[config.mk]
export PLATFORM = sky130hd
export DESIGN_NAME = alu_issue_ctrl_flat
export DESIGN_NICKNAME = d
export VERILOG_FILES = /design/src/rtl/alu_issue_ctrl_if.sv /design/src/rtl/alu_issue_ctrl.sv /design/src/flat_wrapper.sv
export SDC_FILE = /design/constraint.sdc
export NUM_CORES = 1
export LEC_CHECK = 0
export BUFFER_PORTS_ARGS = -buffer_cell sky130_fd_sc_hd__buf_2
export CAP_MARGIN = 20
export CORE_MARGIN = 3
export CORE_UTILIZATION = 49
export CTS_BUF_LIST = sky130_fd_sc_hd__clkbuf_4 sky130_fd_sc_hd__clkbuf_8
export CTS_CLUSTER_DIAMETER = 100
export DETAILED_ROUTE_END_ITERATION = 8
export PLACE_DENSITY = 0.83
export SETUP_SLACK_MARGIN = 0.05
export SLEW_MARGIN = 10
export SYNTH_ARGS = -nofsm -noshare
export SYNTH_HDL_FRONTEND = slang
export SYNTH_SLANG_ARGS = --single-unit
[constraint.sdc]
create_clock -name clk -period 2.63 [get_ports clk]
set_clock_uncertainty 0.15 [all_clocks]
set_input_delay 0.526 -clock clk [delete_from_list [all_inputs] [get_ports clk]]
set_output_delay 0.526 -clock clk [all_outputs]
set_load 0.01 [all_outputs]
[src/rtl/alu_issue_ctrl_if.sv]
// Handshake and datapath bundle between the issue/retire controller and its
// neighbours: ID/EX upstream, the combinational ALU, and EX/MEM downstream.
interface alu_issue_ctrl_if #(
  parameter int DATA_W = 32,
  parameter int CNT_W  = 16
) ();
  logic              flush;
  logic              in_valid;
  logic              in_ready;
  logic [1:0]        alu_op;
  logic [5:0]        funct;
  logic              is_branch;
  logic              branch_ne;
  logic [DATA_W-1:0] op_a;
  logic [DATA_W-1:0] op_b;
  logic [3:0]        alu_ctrl;
  logic [DATA_W-1:0] alu_a;
  logic [DATA_W-1:0] alu_b;
  logic [DATA_W-1:0] alu_result;
  logic              alu_zero;
  logic              out_valid;
  logic              out_ready;
  logic [DATA_W-1:0] out_result;
  logic              out_zero;
  logic              out_branch_taken;
  logic              out_illegal;
  logic [CNT_W-1:0]  retired_cnt;

  // The controller side.
  modport slave (
    input  flush, in_valid, alu_op, funct, is_branch, branch_ne, op_a, op_b,
    input  alu_result, alu_zero, out_ready,
    output in_ready, alu_ctrl, alu_a, alu_b,
    output out_valid, out_result, out_zero, out_branch_taken, out_illegal, retired_cnt
  );

  // The surrounding pipeline, ALU and downstream consumer.
  modport master (
    output flush, in_valid, alu_op, funct, is_branch, branch_ne, op_a, op_b,
    output alu_result, alu_zero, out_ready,
    input  in_ready, alu_ctrl, alu_a, alu_b,
    input  out_valid, out_result, out_zero, out_branch_taken, out_illegal, retired_cnt
  );
endinterface

[src/rtl/alu_issue_ctrl.sv]
// MIPS32 ALU issue/retire controller: decodes ALUOp/funct, registers operands
// for the ALU (S1), captures result/Zero and resolves beq/bne (S2).
module alu_issue_ctrl #(
  parameter int         DATA_W       = 32,
  parameter logic [3:0] ILLEGAL_CODE = 4'b1111,
  parameter int         CNT_W        = 16
) (
  input  logic           clk,
  input  logic           reset_n,
  alu_issue_ctrl_if.slave bus
);

  logic              v1_reg, v2_reg;
  logic [3:0]        ctrl_reg;
  logic [DATA_W-1:0] a_reg, b_reg;
  logic              br_reg, ne_reg, ill1_reg;
  logic [DATA_W-1:0] res_reg;
  logic              zero_reg, taken_reg, ill2_reg;
  logic [CNT_W-1:0]  cnt_reg;

  logic [3:0] ctrl_next;
  logic       ill_next;
  logic       adv2, accept, s1_to_s2, retire;

  always_comb begin
    ctrl_next = ILLEGAL_CODE;
    ill_next  = 1'b1;
    case (bus.alu_op)
      2'b00: begin ctrl_next = 4'b0010; ill_next = 1'b0; end
      2'b01: begin ctrl_next = 4'b0110; ill_next = 1'b0; end
      2'b10: begin
        case (bus.funct)
          6'b100000: begin ctrl_next = 4'b0010; ill_next = 1'b0; end
          6'b100010: begin ctrl_next = 4'b0110; ill_next = 1'b0; end
          6'b100100: begin ctrl_next = 4'b0000; ill_next = 1'b0; end
          6'b100101: begin ctrl_next = 4'b0001; ill_next = 1'b0; end
          6'b100111: begin ctrl_next = 4'b1100; ill_next = 1'b0; end
          6'b101010: begin ctrl_next = 4'b0111; ill_next = 1'b0; end
          default:   begin ctrl_next = ILLEGAL_CODE; ill_next = 1'b1; end
        endcase
      end
      default: begin ctrl_next = ILLEGAL_CODE; ill_next = 1'b1; end
    endcase
  end

  // S2 frees up either because it is empty or its content leaves this cycle.
  assign adv2     = !v2_reg || bus.out_ready;
  assign accept   = bus.in_valid && bus.in_ready;
  assign s1_to_s2 = v1_reg && adv2;
  assign retire   = v2_reg && bus.out_ready && !bus.flush;

  always_ff @(posedge clk or negedge reset_n) begin
    if (!reset_n) begin
      v1_reg   <= 1'b0;
      ctrl_reg <= ILLEGAL_CODE;
      a_reg    <= '0;
      b_reg    <= '0;
      br_reg   <= 1'b0;
      ne_reg   <= 1'b0;
      ill1_reg <= 1'b0;
    end else begin
      if (bus.flush)
        v1_reg <= 1'b0;
      else if (accept)
        v1_reg <= 1'b1;
      else if (s1_to_s2)
        v1_reg <= 1'b0;
      // accept is already gated by flush through in_ready
      if (accept) begin
        ctrl_reg <= ctrl_next;
        a_reg    <= bus.op_a;
        b_reg    <= bus.op_b;
        br_reg   <= bus.is_branch;
        ne_reg   <= bus.branch_ne;
        ill1_reg <= ill_next;
      end
    end
  end

  always_ff @(posedge clk or negedge reset_n) begin
    if (!reset_n) begin
      v2_reg    <= 1'b0;
      res_reg   <= '0;
      zero_reg  <= 1'b0;
      taken_reg <= 1'b0;
      ill2_reg  <= 1'b0;
    end else begin
      if (bus.flush)
        v2_reg <= 1'b0;
      else if (s1_to_s2)
        v2_reg <= 1'b1;
      else if (bus.out_ready)
        v2_reg <= 1'b0;
      if (s1_to_s2 && !bus.flush) begin
        res_reg   <= ill1_reg ? '0 : bus.alu_result;
        zero_reg  <= bus.alu_zero;
        ill2_reg  <= ill1_reg;
        taken_reg <= br_reg && !ill1_reg && (ne_reg ? !bus.alu_zero : bus.alu_zero);
      end
    end
  end

  always_ff @(posedge clk or negedge reset_n) begin
    if (!reset_n)
      cnt_reg <= '0;
    else if (retire && (cnt_reg != '1))
      cnt_reg <= cnt_reg + 1'b1;
  end

  assign bus.in_ready         = (!v1_reg || adv2) && !bus.flush;
  assign bus.alu_ctrl         = ctrl_reg;
  assign bus.alu_a            = a_reg;
  assign bus.alu_b            = b_reg;
  assign bus.out_valid        = v2_reg;
  assign bus.out_result       = res_reg;
  assign bus.out_zero         = zero_reg;
  assign bus.out_branch_taken = taken_reg;
  assign bus.out_illegal      = ill2_reg;
  assign bus.retired_cnt      = cnt_reg;

endmodule

[src/flat_wrapper.sv]
// flat-port wrapper written by rule: the top's interface ports become plain ports
module alu_issue_ctrl_flat 
#(
  parameter int         DATA_W       = 32,
  parameter logic [3:0] ILLEGAL_CODE = 4'b1111,
  parameter int         CNT_W        = 16
)
  (clk, reset_n, bus_flush, bus_in_valid, bus_alu_op, bus_funct, bus_is_branch, bus_branch_ne, bus_op_a, bus_op_b, bus_alu_result, bus_alu_zero, bus_out_ready, bus_in_ready, bus_alu_ctrl, bus_alu_a, bus_alu_b, bus_out_valid, bus_out_result, bus_out_zero, bus_out_branch_taken, bus_out_illegal, bus_retired_cnt);
  alu_issue_ctrl_if #(.DATA_W(DATA_W), .CNT_W(CNT_W)) bus_i ();
  input  logic clk;
  input  logic reset_n;
  input wire logic [$bits(bus_i.flush)-1:0] bus_flush;
  input wire logic [$bits(bus_i.in_valid)-1:0] bus_in_valid;
  input wire logic [$bits(bus_i.alu_op)-1:0] bus_alu_op;
  input wire logic [$bits(bus_i.funct)-1:0] bus_funct;
  input wire logic [$bits(bus_i.is_branch)-1:0] bus_is_branch;
  input wire logic [$bits(bus_i.branch_ne)-1:0] bus_branch_ne;
  input wire logic [$bits(bus_i.op_a)-1:0] bus_op_a;
  input wire logic [$bits(bus_i.op_b)-1:0] bus_op_b;
  input wire logic [$bits(bus_i.alu_result)-1:0] bus_alu_result;
  input wire logic [$bits(bus_i.alu_zero)-1:0] bus_alu_zero;
  input wire logic [$bits(bus_i.out_ready)-1:0] bus_out_ready;
  output wire logic [$bits(bus_i.in_ready)-1:0] bus_in_ready;
  output wire logic [$bits(bus_i.alu_ctrl)-1:0] bus_alu_ctrl;
  output wire logic [$bits(bus_i.alu_a)-1:0] bus_alu_a;
  output wire logic [$bits(bus_i.alu_b)-1:0] bus_alu_b;
  output wire logic [$bits(bus_i.out_valid)-1:0] bus_out_valid;
  output wire logic [$bits(bus_i.out_result)-1:0] bus_out_result;
  output wire logic [$bits(bus_i.out_zero)-1:0] bus_out_zero;
  output wire logic [$bits(bus_i.out_branch_taken)-1:0] bus_out_branch_taken;
  output wire logic [$bits(bus_i.out_illegal)-1:0] bus_out_illegal;
  output wire logic [$bits(bus_i.retired_cnt)-1:0] bus_retired_cnt;
  assign bus_i.flush = bus_flush;
  assign bus_i.in_valid = bus_in_valid;
  assign bus_i.alu_op = bus_alu_op;
  assign bus_i.funct = bus_funct;
  assign bus_i.is_branch = bus_is_branch;
  assign bus_i.branch_ne = bus_branch_ne;
  assign bus_i.op_a = bus_op_a;
  assign bus_i.op_b = bus_op_b;
  assign bus_i.alu_result = bus_alu_result;
  assign bus_i.alu_zero = bus_alu_zero;
  assign bus_i.out_ready = bus_out_ready;
  assign bus_in_ready = bus_i.in_ready;
  assign bus_alu_ctrl = bus_i.alu_ctrl;
  assign bus_alu_a = bus_i.alu_a;
  assign bus_alu_b = bus_i.alu_b;
  assign bus_out_valid = bus_i.out_valid;
  assign bus_out_result = bus_i.out_result;
  assign bus_out_zero = bus_i.out_zero;
  assign bus_out_branch_taken = bus_i.out_branch_taken;
  assign bus_out_illegal = bus_i.out_illegal;
  assign bus_retired_cnt = bus_i.retired_cnt;
  alu_issue_ctrl #(.DATA_W(DATA_W), .ILLEGAL_CODE(ILLEGAL_CODE), .CNT_W(CNT_W)) u_core (.clk(clk), .reset_n(reset_n), .bus(bus_i));
endmodule
==> metrics.md <==
| Metric | Value |
|---|---|
| Max IR drop VDD | `between 0.4 and 0.5 mV` |
| # setup viols final | `0` |
| Netlist cell types | `37` |
| Most frequent cells in the layout | `281 x nand2_1, 231 x buf_2, 120 x dfrtp_1` |
| Mapped Avg Cell Area | `between 9 and 10 sq um` |
| HPWL after detailed placement | `approximately 9500 um` |
| DR vias/cell | `roughly 5.0` |
| DRC violations left | `0` |
| Largest net degree at the start of global routing | `125` |
| Gr usage total | `0.234` |
| Most common cell after layout, fill and taps aside | `nand2_1` |
| Final Hold Fails | `0` |
| Starting Density | `0.515` |
| Maximum clock frequency | `~0.46 GHz` |
| Violation count after the first detailed-route iteration | `between 200 and 300` |
| Slew headroom | `0.438` |
| Ys async rst share | `1.00` |
| Maxcap violations | `0` |
| Worst EP required | `1.95 ns` |
| Power Density | `about 750 mW/mm^2` |
| Layout cell share with drive strength beyond 1 | `0.365` |
| Worst path cell trace | `nor2b_1, a21oi_1, buf_2` |
| Die width | `108 um` |
| Utilization after layout | `0.696` |
| Yosys top cell by area | `dfrtp_1` |
| Inserted Clock Buffers | `17` |
| CTS tree | `yes` |
| PostCTS Resize Cnt | `0` |
| Data arrival, critical path | `1.47 ns` |
| Net Count, Synth | `between 600 and 700` |
| Total number of vias | `between 4000 and 5000` |
| 1st-pass router iterations | `5` |
| Crit path buf inv count | `1` |
| Minimum clock period | `2.15 ns` |
| Global route total overflow | `0` |
| Critical Path End Type | `output pin` |
| Nets@finish | `just under 900` |
| Final Power | `5.20 mW` |
| Antenna violations before repair | `0` |
| Setup TNS | `0 ns` |
| PortBufs | `~230` |
| Seq/Total Area, Yosys | `0.606` |
| Area contributors post-synth | `dfrtp_1 59%, nand2_1 21%, nand3b_1 5.1%` |
| Antenna cells | `0` |
| Sink Count | `124` |
| DR WL/cell | `approximately 15 um` |
| Slowest stage cell, crit path | `dfrtp_1` |
| Slew Viols, Final | `0` |
| Outcome | `finished clean` |
| Pre-CTS setup slack | `~0.54 ns` |
| Fin worst setup slack | `between 0.4 and 0.5 ns` |
| Leakage | `approximately 4.0 nW` |
| Delay-heaviest family, CP | `flip-flops` |
| Final worst-path cycle share | `0.818` |
| RD Place Congestion | `0.785` |
| Synth warn | `0` |
| Layout Cells excl Fill | `a little over 900` |
| Layout Area Growth over Synthesis | `35.1%` |
| Final ANT Viol Nets | `0` |
| Mapped cell area | `0.00513 sq mm` |
| Global-route wire length before repair | `between 20000 and 25000 um` |
| Most used flip-flop cell after synthesis | `dfrtp_1` |
| Die H | `between 100 and 150 um` |
| Setup Buffers After CTS | `0` |
| Max clock buf depth | `2` |
| Cells after synthesis | `~550` |
| Wirelength, routed | `roughly 14000 um` |
| Setup crit start kind | `register` |
| Root Buffer Master | `clkbuf_8` |
| Unrepaired setup endpoints after global routing | `no` |
| Max FO, Critical Path | `5` |
| Number of global-route vias before repair | `approximately 4500` |
| Clock transition at path regs | `0.08 ns` |
| Synth Register Bits | `124` |
| Number of flops mapped to enable cells by yosys | `0` |
| Slew of the pin with the lowest slew margin | `0.843 ns` |
| CORE AREA | `about 0.010 sq mm` |
| CP Class | `reg -> out` |
| Worst Hold Class | `in -> async` |
| Clk_lat worst skew | `roughly 0.42 ns` |
| Ports | `about 230` |
| Placed Instances | `between 800 and 900` |
| H-tree Lvls | `4` |
| Die area | `about 0.012 sq mm` |
| Yosys top cell area share | `0.586` |
| Worst path max stage delay | `roughly 0.41 ns` |
| Row count | `36` |
| Cts hold-fix bufs | `0` |
[Yosys cell counts (all sizes together) (2+ instances only)]
master	n
o21ai	6
xor2	11
nor2	10
nand3	6
a21oi	5
mux2	2
nor2b	3
nand2	281
inv	6
nand3b	35
xnor2	4
buf	4
dfstp	4
dfrtp	120
nor3	5
nor4	4
clkbuf	22
or3b	3
o41ai	2
or4	2
nand4	4
[routing by layer]
metal	vias up	part of all wire	GRT usage
met4	0	0.012	0.0748
met2	202	0.50	0.387
met1	2167	0.40	0.286
met5	-	0	0
met3	12	0.096	0.0854
li1	2200	-	-
[final cells by class]
type	instances	area [sq um]
flip-flops and latches	124	3110
fillers	745	3030
multi-input cells	392	1900
repair buffers	237	1260
clock buffers	19	255
clock inverters	13	215
well taps	133	166
inverters	6	22.5
[report_power, final]
group	total, mW	switching, mW	internal [mW]	leakage, nW
registers	2.35	0.181	2.17	1.55
logic	0.899	0.505	0.394	2.20
clock network	1.94	0.773	1.17	0.222
[path summary, 6_finish.rpt]
path	startpoint	end	slack [ns]	cells after the start
setup / recovery	u_core.bus.out_valid	bus_in_ready	0.48	3
hold / removal	reset_n	u_core.bus.retired_cnt[11]	0.02	2
setup reg to reg	u_core.bus.retired_cnt[0]	u_core.bus.retired_cnt[1]	0.53	4
hold reg to reg	u_core.bus.alu_ctrl[0]	u_core.bus.alu_ctrl[0]	0.31	2
max in group asynchronous	reset_n	u_core.br_reg	1.77	2
min in group clk	bus_op_a[25]	u_core.bus.alu_a[25]	0.14	3
[per-stage QoR]
stage	hold slack [ns]	area [sq um]
floorplan	0.0804	5130
global placement	0.294	6430
detailed placement	0.300	6460
CTS	0.0612	6930
global route	0.0626	6930
finish	0.0179	6930
[kinds of logic (layout without fill, tap and decap cells)]
kind of cell,count (synthesis),count (layout),share of synthesized area
muxes,2,2,0.00512
AOI/OAI and AO/OA,14,14,0.0195
buffers and inverters,32,275,0.0256
xor gates and xnor gates,15,15,0.0256
DFF,124,124,0.606
adders and majority gates,1,1,0.00244
and+or+nand+nor,360,360,0.316
Power figures use the tool's default switching activity.
